`config.mk`:
```
export PLATFORM = sky130hd
export DESIGN_NAME = fetch_queue
export DESIGN_NICKNAME = d
export VERILOG_FILES = /design/src/rtl/pipeline_pkg.sv /design/src/rtl/fq_ram.sv /design/src/rtl/fetch_queue.sv
export SDC_FILE = /design/constraint.sdc
export NUM_CORES = 1
export LEC_CHECK = 0
export BUFFER_PORTS_ARGS = -buffer_cell sky130_fd_sc_hd__buf_2
export CAP_MARGIN = 15
export CELL_PAD_IN_SITES_DETAIL_PLACEMENT = 0
export CELL_PAD_IN_SITES_GLOBAL_PLACEMENT = 1
export CORE_UTILIZATION = 45
export CTS_CLUSTER_SIZE = 10
export DETAILED_ROUTE_END_ITERATION = 16
export GPL_ROUTABILITY_DRIVEN = 0
export PLACE_DENSITY_LB_ADDON = 0.1
export REMOVE_ABC_BUFFERS = 1
export SYNTH_ARGS = -nofsm -noshare
export SYNTH_HDL_FRONTEND = slang
export SYNTH_SLANG_ARGS = --single-unit
export TNS_END_PERCENT = 50
```
`constraint.sdc`:
```
create_clock -name clk -period 3.4 [get_ports clk]
set_input_delay 0.34 -clock clk [delete_from_list [all_inputs] [get_ports clk]]
set_output_delay 0.34 -clock clk [all_outputs]
set_load 0.01 [all_outputs]
```
`src/rtl/pipeline_pkg.sv`:
```
// Shared pipeline types: address and instruction widths, and the fetch-queue entry layout.
package pipeline_pkg;

    localparam int ADDR_W  = 64;
    localparam int INSTR_W = 32;

    typedef struct packed {
        logic [ADDR_W-1:0]  pc;
        logic [INSTR_W-1:0] instr;
    } fq_entry_t;

endpackage : pipeline_pkg

```
`src/rtl/fq_ram.sv`:
```
// Fetch-queue storage: DEPTH entries, one synchronous write port and one asynchronous read port.
module fq_ram
    import pipeline_pkg::*;
#(
    parameter int DEPTH = 4,
    parameter int AW    = $clog2(DEPTH)
) (
    input  logic            clk,
    input  logic            wr_en,
    input  logic [AW-1:0]   wr_addr,
    input  fq_entry_t       wr_data,
    input  logic [AW-1:0]   rd_addr,
    output fq_entry_t       rd_data
);

    // Contents are never cleared; head/tail/count alone decide what is valid.
    fq_entry_t mem [DEPTH];

    always_ff @(posedge clk) begin
        if (wr_en) begin
            mem[wr_addr] <= wr_data;
        end
    end

    assign rd_data = mem[rd_addr];

endmodule : fq_ram

```
`src/rtl/fetch_queue.sv`:
```
// Instruction fetch queue between fetch and decode: head/tail/count ring over fq_ram, no bypass.
module fetch_queue
    import pipeline_pkg::*;
#(
    parameter int DEPTH = 4
) (
    input  logic                     clk,
    input  logic                     reset,
    input  logic                     flush,
    input  logic                     in_valid,
    input  logic [ADDR_W-1:0]        in_pc,
    input  logic [INSTR_W-1:0]       in_instr,
    output logic                     in_ready,
    output logic                     out_valid,
    output logic [ADDR_W-1:0]        out_pc,
    output logic [INSTR_W-1:0]       out_instr,
    input  logic                     out_ready,
    output logic [$clog2(DEPTH):0]   count
);

    localparam int PTR_W = $clog2(DEPTH);
    localparam int CNT_W = PTR_W + 1;

    logic [PTR_W-1:0] head;
    logic [PTR_W-1:0] tail;
    logic             push;
    logic             pop;
    fq_entry_t        wr_entry;
    fq_entry_t        rd_entry;

    // Flush masks both handshakes, so a same-cycle push or pop is simply never taken.
    always_comb begin
        in_ready  = (count < CNT_W'(DEPTH)) && !flush;
        out_valid = (count != '0) && !flush;
        push      = in_valid && in_ready;
        pop       = out_valid && out_ready;
    end

    always_comb begin
        wr_entry.pc    = in_pc;
        wr_entry.instr = in_instr;
    end

    always_ff @(posedge clk) begin
        if (!reset) begin
            head  <= '0;
            tail  <= '0;
            count <= '0;
        end else if (flush) begin
            head  <= '0;
            tail  <= '0;
            count <= '0;
        end else begin
            // DEPTH is a power of two, so pointer wrap is plain overflow.
            if (push) begin
                tail <= tail + PTR_W'(1);
            end
            if (pop) begin
                head <= head + PTR_W'(1);
            end
            case ({push, pop})
                2'b10:   count <= count + CNT_W'(1);
                2'b01:   count <= count - CNT_W'(1);
                default: count <= count;
            endcase
        end
    end

    fq_ram #(
        .DEPTH (DEPTH)
    ) u_ram (
        .clk     (clk),
        .wr_en   (push && reset),
        .wr_addr (tail),
        .wr_data (wr_entry),
        .rd_addr (head),
        .rd_data (rd_entry)
    );

    always_comb begin
        out_pc    = out_valid ? rd_entry.pc    : '0;
        out_instr = out_valid ? rd_entry.instr : '0;
    end

endmodule : fetch_queue

```
Word level (Yosys, flattened, before mapping)
Memory sizes are Yosys's and may differ from the RTL's. A register that Yosys moved wholly into a read port is not among the register bits.
Index checks and enable logic that the tools add are counted.
{"block": "classes", "bitwise_logic": 1, "reduce_logical": 9, "n_eq_ne": 2, "order_cmp": 1, "n_mux": 7, "addsub": 4}
{"cell": "64-bit 2-to-1 mux", "n": 1}
{"cell": "32-bit 2-to-1 mux", "n": 1}
{"cell": "3-bit one-hot mux with 2 select lines", "n": 1}
{"cell": "1-bit logical AND", "n": 5}
{"cell": "2-bit by 1-bit adder with 2-bit output (second input constant)", "n": 2}
{"cell": "2-bit 2-to-1 mux", "n": 2}
{"cell": "3-bit by 1-bit adder with 3-bit output (second input constant)", "n": 1}
{"cell": "3-bit less-than comparator (second input constant)", "n": 1}
{"cell": "3-bit nonzero test", "n": 1}
{"cell": "3-bit by 1-bit subtractor with 3-bit output (second input constant)", "n": 1}
{"cell": "2-bit by 1-bit == test with 1-bit output (second input constant)", "n": 1}
{"cell": "2-bit == test (second input constant)", "n": 1}
{"cell": "1-bit 2-to-1 mux", "n": 2}
{"cell": "2-bit nonzero test", "n": 1}
{"cell": "2-bit OR reduction", "n": 1}
{"cell": "1-bit logical NOT", "n": 1}
{"cell": "1-bit NOT", "n": 1}
{"block": "word_totals", "reg_bits": 7, "input_bits": 101, "n_memories": 1, "output_inout_bits": 101, "mem_bits_rw": 384}
{"name": "u_ram.mem", "words": 4, "width": 96, "read_ports": 1, "rd_ports_with_merged_regs": 1, "write_ports": 1, "line": "fq_ram.sv:17", "source": "fq_entry_t mem [DEPTH];"}

Longest topological paths before layout
{"block": "logic_depth", "ltp_word": 6, "mapped_depth": 7, "ltp_nobuf": 7}

Hierarchy
From an unflattened synthesis, not the netlist that was laid out.
{"block": "unflattened", "cells_unflattened": 655, "hier_area_um2": 14986.9}
{"module": "fq_ram", "cells_each": 506, "area_each_um2": 13874.6, "n_inst": 1, "seq_area_each_um2": 11531.1}
{"module": "fetch_queue", "cells_each": 149, "area_each_um2": 1112.3, "n_inst": 1, "seq_area_each_um2": 140.1}

Worst setup path before layout
Ideal clock, no wire load.
{"block": "synth_timing", "kind": "input -> register", "from": "input port flush", "to": "memory u_ram.mem[1][0] (netlist name), enable pin", "required_time_ns": 2.934, "n_path_buf": 1, "path_slack_ns": -0.265, "arrival_time_ns": 3.200, "setup_ns": 0.466, "path_stages": 4, "path_cell_list": "nand2b_1 clkbuf_1 nor3b_1 and2_1"}
{"block": "synth_via", "elab_chain_len": 6}
{"item": "from (decl)", "line": "fetch_queue.sv:9", "source": "input logic flush,"}
{"item": "1-bit logical NOT", "line": "fetch_queue.sv:33", "source": "in_ready = (count < CNT_W'(DEPTH)) && !flush;"}
{"item": "1-bit logical AND", "line": "fetch_queue.sv:33"}
{"item": "1-bit logical AND", "line": "fetch_queue.sv:35", "source": "push = in_valid && in_ready;"}
{"item": "1-bit logical AND", "line": "fetch_queue.sv:73", "source": ".wr_en (push && reset),"}
{"item": "1-bit 2-to-1 mux", "line": "fq_ram.sv:20", "source": "if (wr_en) begin"}
{"item": "1-bit 2-to-1 mux (not written as such)", "line": "fq_ram.sv:21", "source": "mem[wr_addr] <= wr_data;"}
{"item": "to (decl)", "line": "fq_ram.sv:17"}
No other way between the ends.

==> flow_metrics.env <==
export IMPL_final_util_pct=54.7
export IMPL_grt_max_degree=98
export IMPL_grt_pass1_vias=7926
export IMPL_layout_commonest_cell="edfxtp_1"
export IMPL_final_cell_mix="edfxtp_1 (384), buf_2 (201), mux4_2 (96), and2_1 (96), clkbuf_16 (47)"
export IMPL_drtIter0Drc=395
export IMPL_switchingPower_mw=1.81
export IMPL_grt_use_total_pct=17.6
export IMPL_fp_coreArea_mm2=0.0326
export IMPL_synth_distinct_cells=23
export IMPL_drive_gt1_share_pct=41.1
export IMPL_die_width_um=184
export IMPL_fmaxAchievable_mhz=375
export IMPL_routed_wl_mm=29.1
export IMPL_layout_nets=997
export IMPL_viasPerCell=5.23
export IMPL_r2r_start="count[2]"
export IMPL_start_util_pct=45.9
export IMPL_synthesis_area_mm2=0.0150
export IMPL_cts_max_level=2
export IMPL_p_comb_share_pct=2.7
export IMPL_netlist_instances=659
export IMPL_worstSetupStartpointType="flip-flop"
export IMPL_cts_resized_gates=0
export IMPL_ant_nets=0
export IMPL_ios=202
export IMPL_hold_buffers=0
export IMPL_power_share_sequential_pct=55.2
export IMPL_ir_worst_vdd_v=0.000393
export IMPL_reg2regPathDepth=7
export IMPL_fin_skew_ns=0.0113
export IMPL_final_hold_violation_count=0
export IMPL_worst_slew_pin_slew_ns=0.579
export IMPL_status="completed"
export IMPL_port_buffers=201
export IMPL_slew_viol_final=0
export IMPL_cts_made_buffers=45
export IMPL_total_power_mw=9.75
export IMPL_post_route_min_period_ns=2.67
export IMPL_cpLargestDelayFamily="multiplexers"
export IMPL_cp_num_cells=4
export IMPL_cp_arrival_ns=2.33
export IMPL_grt_ovfl_total=0
export IMPL_p_int_mw=7.94
export IMPL_ys_ff_latch=393
export IMPL_path_cells="buf_4 -> mux4_2 -> and2_1 -> buf_2"
export IMPL_dieArea_mm2=0.0340
export IMPL_fin_setup_tns_ns=0
export IMPL_max_slew_margin_rel_pct=61.3
export IMPL_ys_warn_count=0
export IMPL_cts_max_path_buffers=3
export IMPL_grt_setup_unrepaired="false"
export IMPL_wl_per_cell_um=21.5
export IMPL_min_period_over_period_pct=78.5
export IMPL_p_per_area_mw_per_mm2=546
export IMPL_path_class="flip-flop to primary output"
export IMPL_drtPass1Iterations=4
export IMPL_crit_path_top_delay_cell="mux4_2"
export IMPL_dp_slack_ns=0.768
export IMPL_worstPathRequired_ns=3.06
export IMPL_drc=0
export IMPL_setup_viol=0
export IMPL_cts_root_buf="clkbuf_16"
export IMPL_crit_fanout=16
export IMPL_switching_share_pct=18.6
export IMPL_r2r_slack_ns=1.12
export IMPL_vias=7053
export IMPL_clockPowerShare_pct=42.1
export IMPL_antenna_found_initial=6
export IMPL_die_h_um=184
export IMPL_leakagePower_nw=6.09
export IMPL_crit_path_max_incr_delay_ns=0.57
export IMPL_ys_seq_area_share_pct=78.3
export IMPL_detailed_place_hpwl_mm=17.7
export IMPL_post_dp_cell_area_mm2=0.0166
export IMPL_worstSkewPairLatency_ns=0.52
export IMPL_path_buf_inv=2
export IMPL_endpoint_kind="primary output"
export IMPL_postSynthAreaPerCell_um2=22.7
export IMPL_post_cts_setup_buffer_count=0
export IMPL_reg2reg_to="count[2]"
export IMPL_max_cap_viol_count=0
export IMPL_grt_pass1_wl_mm=44.7
export IMPL_crit_end="out_instr[16]"
export IMPL_worst_slack_ns=0.730
export IMPL_clkTransAtPathRegs_ns=0.05
export IMPL_cts_tree="built"
export IMPL_synthToLayoutAreaGrowth_pct=19.3
export IMPL_design_area_mm2=0.0179
export IMPL_rows=66
export IMPL_hp_class="primary input to flip-flop"
export IMPL_cts_sinks=393
layer usage:
| metal | vias up | GRT usage [%] | wire length, um |
|---|---|---|---|
| met5 | - | 0 | 43 |
| met4 | 6 | 4.70 | 524 |
| met3 | 45 | 4.43 | 1840 |
| met2 | 195 | 31.6 | 15400 |
| met1 | 3673 | 21.2 | 11300 |
| li1 | 3134 | - | - |
kinds of logic after synthesis:
family	Yosys count	synth area share, %
AND/OR/NAND/NOR	116	4.81
XOR/XNOR	3	0.176
multiplexers	98	14.6
AO/OA/AOI/OAI	7	0.234
buffers and inverters	36	1.35
adder cells (fa/ha/maj)	6	0.552
flip-flops	393	78.3
worst reg2reg max path, delay by kind of cell (launching register included):
kind | cells | cell delay, ns
AND/OR/NAND/NOR | 2 | 0.78
buffers and inverters | 1 | 0.09
XOR/XNOR | 1 | 0.16
AO/OA/AOI/OAI | 1 | 0.16
adder cells (fa/ha/maj) | 2 | 0.65
flip-flops | 1 | 0.37
synthesized netlist by cell type:
library cell / count / area share [%]
ha_1: 5 / 0.42
and2_1: 100 / 4.2
nand2_1: 1 / 0.025
nor3_2: 1 / 0.067
nand2b_1: 2 / 0.084
nor2_1: 6 / 0.15
xor2_1: 1 / 0.059
edfxtp_1: 384 / 77
xnor2_1: 2 / 0.12
mux2i_1: 2 / 0.13
clkbuf_1: 16 / 0.40
fa_1: 1 / 0.13
o21ai_0: 3 / 0.10
or3_1: 3 / 0.13
mux4_2: 96 / 14
nor2_4: 1 / 0.075
buf_12: 1 / 0.13
nor3b_1: 2 / 0.10
buf_2: 11 / 0.37
buf_6: 5 / 0.38
dfxtp_1: 9 / 1.2
a21oi_1: 4 / 0.13
inv_1: 3 / 0.075
flip-flops by register name, summed over array words and instances, names as in the netlist, named ones only:
signal,flops
count,3
u_ram.mem,384
tail,2
head,2
power by group through the flow:
stage	registers [mW]	logic, mW	clock network, mW
finish	5.38	0.265	4.10
global route	5.38	0.293	4.40
CTS	5.38	0.272	4.21
detailed placement	5.48	0.271	0
global placement	5.47	0.257	0
floorplan	5.48	0.101	0
worst min-delay path by stage:
stage,endpoint,slack [ns],cells after the start,from
after floorplan,u_ram.mem[0][0],0.44,0,in_instr[0]
after global placement,flip-flop,0.49,2,head[1]
after detailed placement,flip-flop,0.48,2,head[1]
after CTS,u_ram.mem[0][63],0.007,1,in_pc[31]
after global routing,u_ram.mem[1][82],0.01,1,in_pc[50]
final,u_ram.mem[0][63],0.03,1,in_pc[31]
metrics by stage:
step / std cells / hold WS, ns
3_5_place_dp: 1285 / 0.480
4_1_cts: 1343 / 0.00718
5_1_grt: 1344 / 0.0127
2_1_floorplan: 626 / 0.439
6_report: 1349 / 0.0291
3_3_place_gp: 1285 / 0.488
area by class of cell:
cell class	count	area, um^2
Clock inverter	3	17.5
Multi-Input combinational cell	230	3060
Sequential cell	393	11700
Tap cell	442	553
Inverter	3	11.3
Antenna cell	6	15.0
Timing Repair Buffer	217	1280
Fill cell	2521	14800
Clock buffer	55	1210
Note: power is estimated with default switching activity, not from simulation.
